## src/rtl/digit_scan_pkg.sv

```systemverilog
// digit_scan shared display constants.
// Digit count, anode encoding and index width for the scanner.
package digit_scan_pkg;

  localparam int NUM_DIGITS = 4;
  localparam int DIG_W      = 2;

  localparam logic [NUM_DIGITS-1:0] ANODE_OFF = 4'b1111;

  function automatic logic [NUM_DIGITS-1:0] anode_sel(
    input logic [DIG_W-1:0] idx
  );
    return ~(4'b0001 << idx);
  endfunction

endpackage

```

## src/rtl/digit_scan_if.sv

```systemverilog
// digit_scan display bus.
// Master is the value producer, slave is the scanner.
interface digit_scan_if;
  import digit_scan_pkg::*;

  logic [15:0]      value_in;
  logic             load;
  logic [3:0]       dp_in;
  logic             blank_lz;
  logic [3:0]       hex_out;
  logic [DIG_W-1:0] digit_idx;
  logic [3:0]       anode_n;
  logic             dp_n;

  modport master (
    output value_in,
    output load,
    output dp_in,
    output blank_lz,
    input  hex_out,
    input  digit_idx,
    input  anode_n,
    input  dp_n
  );

  modport slave (
    input  value_in,
    input  load,
    input  dp_in,
    input  blank_lz,
    output hex_out,
    output digit_idx,
    output anode_n,
    output dp_n
  );

endinterface

```

## src/rtl/digit_scan_prescaler.sv

```systemverilog
// scan_prescaler: modulo-N counter with terminal-count pulse.
// tc is high on the enabled cycle where the count wraps.
module scan_prescaler #(
  parameter  int N = 4,
  localparam int W = (N > 1) ? $clog2(N) : 1
) (
  input  logic         clk,
  input  logic         rst,
  input  logic         en,
  output logic [W-1:0] cnt,
  output logic         tc
);

  localparam logic [W-1:0] LAST = W'(N - 1);

  logic [W-1:0] cnt_q;
  logic [W-1:0] cnt_d;

  always_comb begin
    cnt_d = cnt_q;
    if (en) begin
      if (cnt_q == LAST) cnt_d = '0;
      else               cnt_d = cnt_q + W'(1);
    end
  end

  always_ff @(posedge clk) begin
    if (rst) cnt_q <= '0;
    else     cnt_q <= cnt_d;
  end

  assign cnt = cnt_q;
  assign tc  = en && (cnt_q == LAST);

endmodule

```

## src/rtl/digit_scan.sv

```systemverilog
// digit_scan: four-digit multiplexed 7-seg scanner.
// Double-buffered value, guard time and leading-zero blanking.
module digit_scan
  import digit_scan_pkg::*;
#(
  parameter int REFRESH_DIV = 50000,
  parameter int GUARD       = 500
) (
  input logic        clk,
  input logic        rst,
  digit_scan_if.slave bus
);

  localparam int PRE_W  = $clog2(REFRESH_DIV);
  localparam int ON_CYC = REFRESH_DIV - GUARD;

  logic [PRE_W-1:0] pre;
  logic             pre_tc;
  logic [DIG_W-1:0] dig;
  logic             frame;

  scan_prescaler #(.N(REFRESH_DIV)) u_pre (
    .clk (clk),
    .rst (rst),
    .en  (1'b1),
    .cnt (pre),
    .tc  (pre_tc)
  );

  scan_prescaler #(.N(NUM_DIGITS)) u_dig (
    .clk (clk),
    .rst (rst),
    .en  (pre_tc),
    .cnt (dig),
    .tc  (frame)
  );

  logic [15:0] pend_val_q, pend_val_d;
  logic [3:0]  pend_dp_q,  pend_dp_d;
  logic [15:0] act_val_q,  act_val_d;
  logic [3:0]  act_dp_q,   act_dp_d;

  // A load on the boundary cycle lands in active via pend_*_d.
  always_comb begin
    pend_val_d = pend_val_q;
    pend_dp_d  = pend_dp_q;
    act_val_d  = act_val_q;
    act_dp_d   = act_dp_q;
    if (bus.load) begin
      pend_val_d = bus.value_in;
      pend_dp_d  = bus.dp_in;
    end
    if (frame) begin
      act_val_d = pend_val_d;
      act_dp_d  = pend_dp_d;
    end
  end

  always_ff @(posedge clk) begin
    if (rst) begin
      pend_val_q <= '0;
      pend_dp_q  <= '0;
      act_val_q  <= '0;
      act_dp_q   <= '0;
    end else begin
      pend_val_q <= pend_val_d;
      pend_dp_q  <= pend_dp_d;
      act_val_q  <= act_val_d;
      act_dp_q   <= act_dp_d;
    end
  end

  logic [NUM_DIGITS-1:0] lz_blank;
  logic                  nz_seen;

  always_comb begin
    lz_blank = '0;
    nz_seen  = 1'b0;
    for (int k = NUM_DIGITS - 1; k >= 1; k--) begin
      nz_seen     = nz_seen | (act_val_q[4*k +: 4] != 4'h0);
      lz_blank[k] = bus.blank_lz & ~nz_seen;
    end
  end

  logic             lit;
  logic [3:0]       hex_q,  hex_d;
  logic [DIG_W-1:0] idx_q,  idx_d;
  logic [3:0]       an_q,   an_d;
  logic             dpn_q,  dpn_d;

  always_comb begin
    lit   = (32'(pre) < 32'(ON_CYC)) && !lz_blank[dig];
    hex_d = act_val_q[4*dig +: 4];
    idx_d = dig;
    an_d  = ANODE_OFF;
    dpn_d = 1'b1;
    if (lit) begin
      an_d  = anode_sel(dig);
      dpn_d = ~act_dp_q[dig];
    end
  end

  always_ff @(posedge clk) begin
    if (rst) begin
      hex_q <= '0;
      idx_q <= '0;
      an_q  <= ANODE_OFF;
      dpn_q <= 1'b1;
    end else begin
      hex_q <= hex_d;
      idx_q <= idx_d;
      an_q  <= an_d;
      dpn_q <= dpn_d;
    end
  end

  assign bus.hex_out   = hex_q;
  assign bus.digit_idx = idx_q;
  assign bus.anode_n   = an_q;
  assign bus.dp_n      = dpn_q;

endmodule

```

## src/flat_wrapper.sv

```systemverilog
// flat-port wrapper written by rule: the top's interface ports become plain ports
module digit_scan_flat import digit_scan_pkg::*;
#(
  parameter int REFRESH_DIV = 50000,
  parameter int GUARD       = 500
)
  (clk, rst, bus_value_in, bus_load, bus_dp_in, bus_blank_lz, bus_hex_out, bus_digit_idx, bus_anode_n, bus_dp_n);
  digit_scan_if bus_i ();
  input logic clk;
  input logic rst;
  input wire logic [$bits(bus_i.value_in)-1:0] bus_value_in;
  input wire logic [$bits(bus_i.load)-1:0] bus_load;
  input wire logic [$bits(bus_i.dp_in)-1:0] bus_dp_in;
  input wire logic [$bits(bus_i.blank_lz)-1:0] bus_blank_lz;
  output wire logic [$bits(bus_i.hex_out)-1:0] bus_hex_out;
  output wire logic [$bits(bus_i.digit_idx)-1:0] bus_digit_idx;
  output wire logic [$bits(bus_i.anode_n)-1:0] bus_anode_n;
  output wire logic [$bits(bus_i.dp_n)-1:0] bus_dp_n;
  assign bus_i.value_in = bus_value_in;
  assign bus_i.load = bus_load;
  assign bus_i.dp_in = bus_dp_in;
  assign bus_i.blank_lz = bus_blank_lz;
  assign bus_hex_out = bus_i.hex_out;
  assign bus_digit_idx = bus_i.digit_idx;
  assign bus_anode_n = bus_i.anode_n;
  assign bus_dp_n = bus_i.dp_n;
  digit_scan #(.REFRESH_DIV(REFRESH_DIV), .GUARD(GUARD)) u_core (.clk(clk), .rst(rst), .bus(bus_i));
endmodule
```

## config.mk

```make
export PLATFORM = sky130hd
export DESIGN_NAME = digit_scan_flat
export DESIGN_NICKNAME = d
export VERILOG_FILES = /design/src/rtl/digit_scan_pkg.sv /design/src/rtl/digit_scan_if.sv /design/src/rtl/digit_scan_prescaler.sv /design/src/rtl/digit_scan.sv /design/src/flat_wrapper.sv
export SDC_FILE = /design/constraint.sdc
export NUM_CORES = 1
export LEC_CHECK = 0
export ABC_AREA = 1
export CORE_MARGIN = 2
export CORE_UTILIZATION = 30
export DETAILED_ROUTE_END_ITERATION = 6
export PLACE_DENSITY = 0.56
export SLEW_MARGIN = 20
export SYNTH_ARGS = -nofsm -noshare
export SYNTH_HDL_FRONTEND = slang
export SYNTH_HIERARCHICAL = 1
export SYNTH_SLANG_ARGS = --single-unit
```

## constraint.sdc

```tcl
create_clock -name clk -period 2.3 [get_ports clk]
set_input_delay 0.345 -clock clk [delete_from_list [all_inputs] [get_ports clk]]
set_output_delay 0.345 -clock clk [all_outputs]
set_load 0.02 [all_outputs]
```

== Word-level counts from Yosys, hierarchy flattened ==
Index checks and enable logic that the tools add are counted.
Word-level totals
  register bits after elaboration: 69
  output and inout bits: 11
Operators by class
  add/sub/neg operators: 2
  reduce and logical (&&, ||, !) cells: 8
  eq/ne operators: 2
  shift-type cells: 2
  magnitude comparators: 2
  multiplexer cells: 7
  bitwise gates (word level): 11
Operator list (count)
  16-bit by 1-bit adder with 16-bit output, second input constant: 1
  16-bit equality test, second input constant: 1
  16-bit less-than comparator, second input constant: 1
  16-bit 2-to-1 mux: 1
  16-bit by 5-bit indexed part select with 4-bit output: 1
  4-bit nonzero test: 3
  1-bit NOT: 5
  1-bit binary-select mux with 2-bit select: 2
  4-bit 2-to-1 mux: 1
  4-bit NOT: 1
  2-bit OR reduction: 2
  1-bit by 2-bit left shift with 4-bit output, first input constant: 1
  1-bit AND: 3
  2-bit by 3-bit less-than comparator with 1-bit output, second input constant: 1
  2-bit by 1-bit adder with 2-bit output, second input constant: 1
  2-bit equality test, second input constant: 1
  1-bit logical AND: 2
  1-bit 2-to-1 mux: 2
  2-bit 2-to-1 mux: 1
  1-bit bitwise OR: 2
  1-bit logical NOT: 1

== Depth between registers and ports, before layout ==
  depth in word-level cells: 11
  depth in mapped cells: 12

== Hierarchy ==
The synthesis kept the hierarchy.
By module, submodules not included
  digit_scan: area an instance 2080.7 um2, instances 1, cells an instance 268, sequential area each 1021.0 um2
  scan_prescaler (u_core.u_pre): area an instance 898.4 um2, instances 1, cells an instance 131, sequential area each 320.3 um2
  scan_prescaler (u_core.u_dig): area an instance 107.6 um2, instances 1, cells an instance 16, sequential area each 40.0 um2

== Worst setup path after synthesis ==
OpenSTA, ideal clock, no wires.
  path kind: register to register
  start: register u_core.u_pre.cnt_q[0], in the netlist u_core/u_pre/cnt[0]
  end: register u_core.act_dp_q[0]
  cell stages (with the launch flop): 13
  path slack: 0.520 ns
  data required time: 2.191 ns
  buffers on the path: 2
  clock period less this slack: 1.780 ns
  arrival time: 1.671 ns
  setup time: 0.109 ns
  path through: dfxtp_1 ha_1 nand2_1 nor2_1 nand2_1 nor2_2 nand2_1 inv_1 buf_2 buf_2 nand2_1 nand2_1 inv_1
Between the ends
  cells in the longest elaborated chain, start to end: 2
Ends and longest elaborated chain
  start: declaration: RTL line digit_scan_prescaler.sv:16  | logic [W-1:0] cnt_q;
  start signal: assignment: RTL line digit_scan_prescaler.sv:29  | else cnt_q <= cnt_d;
  16-bit equality test: RTL line digit_scan_prescaler.sv:33  | assign tc = en && (cnt_q == LAST);
  named net u_core.pre_tc: RTL line digit_scan.sv:18  | logic pre_tc;
  1-bit logical AND: RTL line digit_scan_prescaler.sv:33
  named net u_core.frame: RTL line digit_scan.sv:20  | logic frame;
  end signal: assignment: RTL line digit_scan.sv:69  | act_dp_q <= act_dp_d;
  end: declaration: RTL line digit_scan.sv:41  | logic [3:0] act_dp_q, act_dp_d;
The timed path passes the listed nets, and every way through them passes these cells.
A chain may end at the register's enable or synchronous reset.

== Worst setup path in the final report ==
  start: register u_core.u_pre.cnt_q[0], in the netlist u_core/u_pre/cnt[0]
  end: register u_core.act_val_q[10]
Between the ends
  cells in the longest elaborated chain, start to end: 2
Ends and longest elaborated chain
  16-bit equality test: RTL line digit_scan_prescaler.sv:33
  named net u_core.pre_tc: RTL line digit_scan.sv:18
  1-bit logical AND: RTL line digit_scan_prescaler.sv:33
  named net u_core.frame: RTL line digit_scan.sv:20
  end signal: assignment: RTL line digit_scan.sv:68  | act_val_q <= act_val_d;
  end: declaration: RTL line digit_scan.sv:40  | logic [15:0] act_val_q, act_val_d;
The timed path passes the listed nets, and every way through them passes these cells.

==> impl_metrics.ini <==
[setup_path]
crit_required_ps = 2580
cp-start-kind = register
crit_path_frequent_cell = nand2_1
critPathCaptureType = register
crit_type = reg2reg
max_stage_delay_ps = 410
cp_max_fo = 11
cp_slowest_cell = dfxtp_1
path_cells = ha_1 -> nand2_1 -> nor2_1 -> nand2_1 -> nor2_2 -> nand2_1 -> inv_1 -> inv_1 -> a21oi_1 -> nand2_1 -> inv_1
path_delay_family = simple AND/OR/NAND/NOR gates
arrival_ps = 1990
worst-path-buf-inv = 3

[routing]
drtIter0Drc = 108
met2WireLength_microns = 2610
drt_first_pass_iters = 4
dr_wl_met3_microns = 209
vias = 2504
ant_nets = 0
viasPerCell = 4.22
routed.top_layer = met4
m1WireLength_microns = 3370
avgRoutedWirePerCell_microns = 10.6
wirelength_microns = 6290
drcViolationCount = 0

[synthesis]
synthCells = 415
syn_nets = 441
ys_seq_elements = 69
yosysTopAreaCellShare_pct = 44.8
synth_common_cells = 92 x nand2_1, 76 x nor2_1, 69 x dfxtp_1, 55 x inv_1, 21 x mux2i_1
seq_area_frac_synth_pct = 44.8
synth_async_sr_flop_share_pct = 0
synth_top_area_cell = dfxtp_1
synth_cell_types = 32
synth_edf_count = 0
avgSynthCellArea_sq_um = 7.44
yosys_warnings = 6
synth.most_common_cell = nand2_1
synth_area_sq_um = 3090
synth_area_leaders = dfxtp_1 45%, nand2_1 11%, nor2_1 9.2%, mux2i_1 6.8%, inv_1 6.7%
synth_flop_cell = dfxtp_1

[pwr]
swShare_pct = 20.9
seqPwrFrac_pct = 48.5
internal-power_w = 0.00200
p_per_area_nw_per_um2 = 665
leakage_nw = 1.70
power_switching_w = 0.000527
power_frac_clock_pct = 46.2
pwr-share-comb_pct = 5.3
vdd_drop_max_mv = 0.325

[timing]
max_freq_ghz = 0.585
worst_pin_slew_ps = 587
fin_crit_ps = 1710
finalSetupViolations = 0
skew_ps = 6.25
slew_viol_final = 0
rsz0062_at_grt = false
final.setup.worst_slack_ps = 590
hold_viol = 0
fin_tns_setup_ps = 0
period_share_pct = 74.3
slew_headroom_pct = 60.9

[placement]
pre_cts_ws_ps = 560
place.gp.congestion = 0.805
port-buffer-count = 34
dpl.hpwl_microns = 4650
postPlaceCellArea_sq_um = 3570

[status]
outcome = finished, final reports clean

[die]
dieArea_sq_um = 11100
io_pins = 35
rows = 37
core_area_sq_um = 10100
die_h_microns = 105
die_x_microns = 105
initial_utilization_pct = 30.4

[global_routing]
grt_usage_pct = 12.1
grt_max_degree = 31
grt_pass1_wl_microns = 11000
antenna_found_initial = 0
grt_overflow = 0
first_global_vias = 2370

[cells_and_area]
drive_above_1_share_pct = 12.2
final_nets = 479
n_antenna_cell = 0
fin_area_sq_um = 3800
area_growth_pct = 23.2
nFillCells = 1043

[clock_network]
clkSinkCount = 69
path_clk_slew_ps = 70
post_cts_buffers = 0
hold_buffers = 0
cts-buffers-inserted = 9
cts_tree = built
clockBufferDepth = 2
cts_root_buffer = clkbuf_8
cts-htree-levels = 3
post_cts_resized = 0
clk_latency_ps = 340

[run]
maxCapViolCount = 0

[min_path]
hp-class = reg2reg
==> cell families (layout without fill, tap and decap cells) <==
kind of cell / after synthesis / after routing / synth area share (%)
muxes: 21 / 21 / 6.81
buffers and inverters: 74 / 117 / 9.61
and+or+nand+nor: 209 / 209 / 30.2
DFF: 69 / 69 / 44.8
xor gates and xnor gates: 3 / 3 / 0.851
AOI/OAI and AO/OA: 36 / 36 / 6.81
adders and majority gates: 2 / 2 / 0.811
other: 1 / 1 / 0.121
==> layout by cell type (no fill, tap or decap), drive strengths merged, types with 9 or more instances in the layout <==
master / instances
a21oi: 22
clkbuf: 9
clkdlybuf4s50: 33
dfxtp: 69
inv: 62
mux2i: 21
nand2: 100
nand3: 10
nor2: 89
==> routing by layer <==
layer,vias to the layer above,track usage (%)
met5,-,0
met2,39,17.4
met4,0,4.86
met1,1101,17.7
met3,10,2.23
li1,1354,-
==> tightest hold or removal path, cell delays in order (launching register included) <==
cell and delay (ps):
dfxtp_1 310, mux2i_1 70, nor2_1 80
==> final timing paths <==
check / cells past startpoint / endpoint / startpoint / slack (ps)
hold reg to reg: 2 / u_core/pend_val_q[6]$_SDFF_PP0_ / u_core/pend_val_q[6]$_SDFF_PP0_ / 490
hold / removal: 2 / u_core/pend_val_q[6]$_SDFF_PP0_ / u_core/pend_val_q[6]$_SDFF_PP0_ / 490
setup reg to reg: 11 / u_core/act_val_q[10]$_SDFFE_PP0P_ / u_core/u_pre/cnt[0]$_SDFFE_PP0P_ / 590
setup / recovery: 11 / u_core/act_val_q[10]$_SDFFE_PP0P_ / u_core/u_pre/cnt[0]$_SDFFE_PP0P_ / 590
==> power groups by stage <==
stage,Combinational [W],Sequential [W],Clock (W)
detailed placement,0.000135,0.00125,0
finish,0.000134,0.00123,0.00117
floorplan,0.0000771,0.00125,0
global route,0.000148,0.00123,0.00124
global placement,0.000134,0.00125,0
CTS,0.000135,0.00123,0.00120
==> flip-flops by register name, summed over array words and instances (netlist names) <==
register	cells
u_core/bus.hex_out	4
u_core/act_val_q	16
u_core/bus.anode_n	4
u_core/u_pre/cnt	16
u_core/bus.digit_idx	2
u_core/act_dp_q	4
u_core/pend_val_q	16
u_core/bus.dp_n	1
u_core/u_dig/cnt	2
u_core/pend_dp_q	4
==> per-stage QoR <==
step	util [%]	hold slack (ps)	std cells	total power (W)
6_report	37.5	492	594	0.00253
5_1_grt	37.5	523	594	0.00262
4_1_cts	37.5	497	594	0.00256
3_5_place_dp	35.2	478	578	0.00139
3_3_place_gp	35.2	472	578	0.00139
2_1_floorplan	-	414	415	0.00133
==> cell type report <==
type,instances,area (sq um),share of cell area (%)
multi-input cells,272,1410,37.0
flip-flops and latches,69,1380,36.3
repair buffers,39,373,9.80
inverters,62,233,6.12
well taps,136,170,4.47
clock buffers,9,124,3.26
clock inverters,7,114,2.99
(Power assumes the default switching activity.)
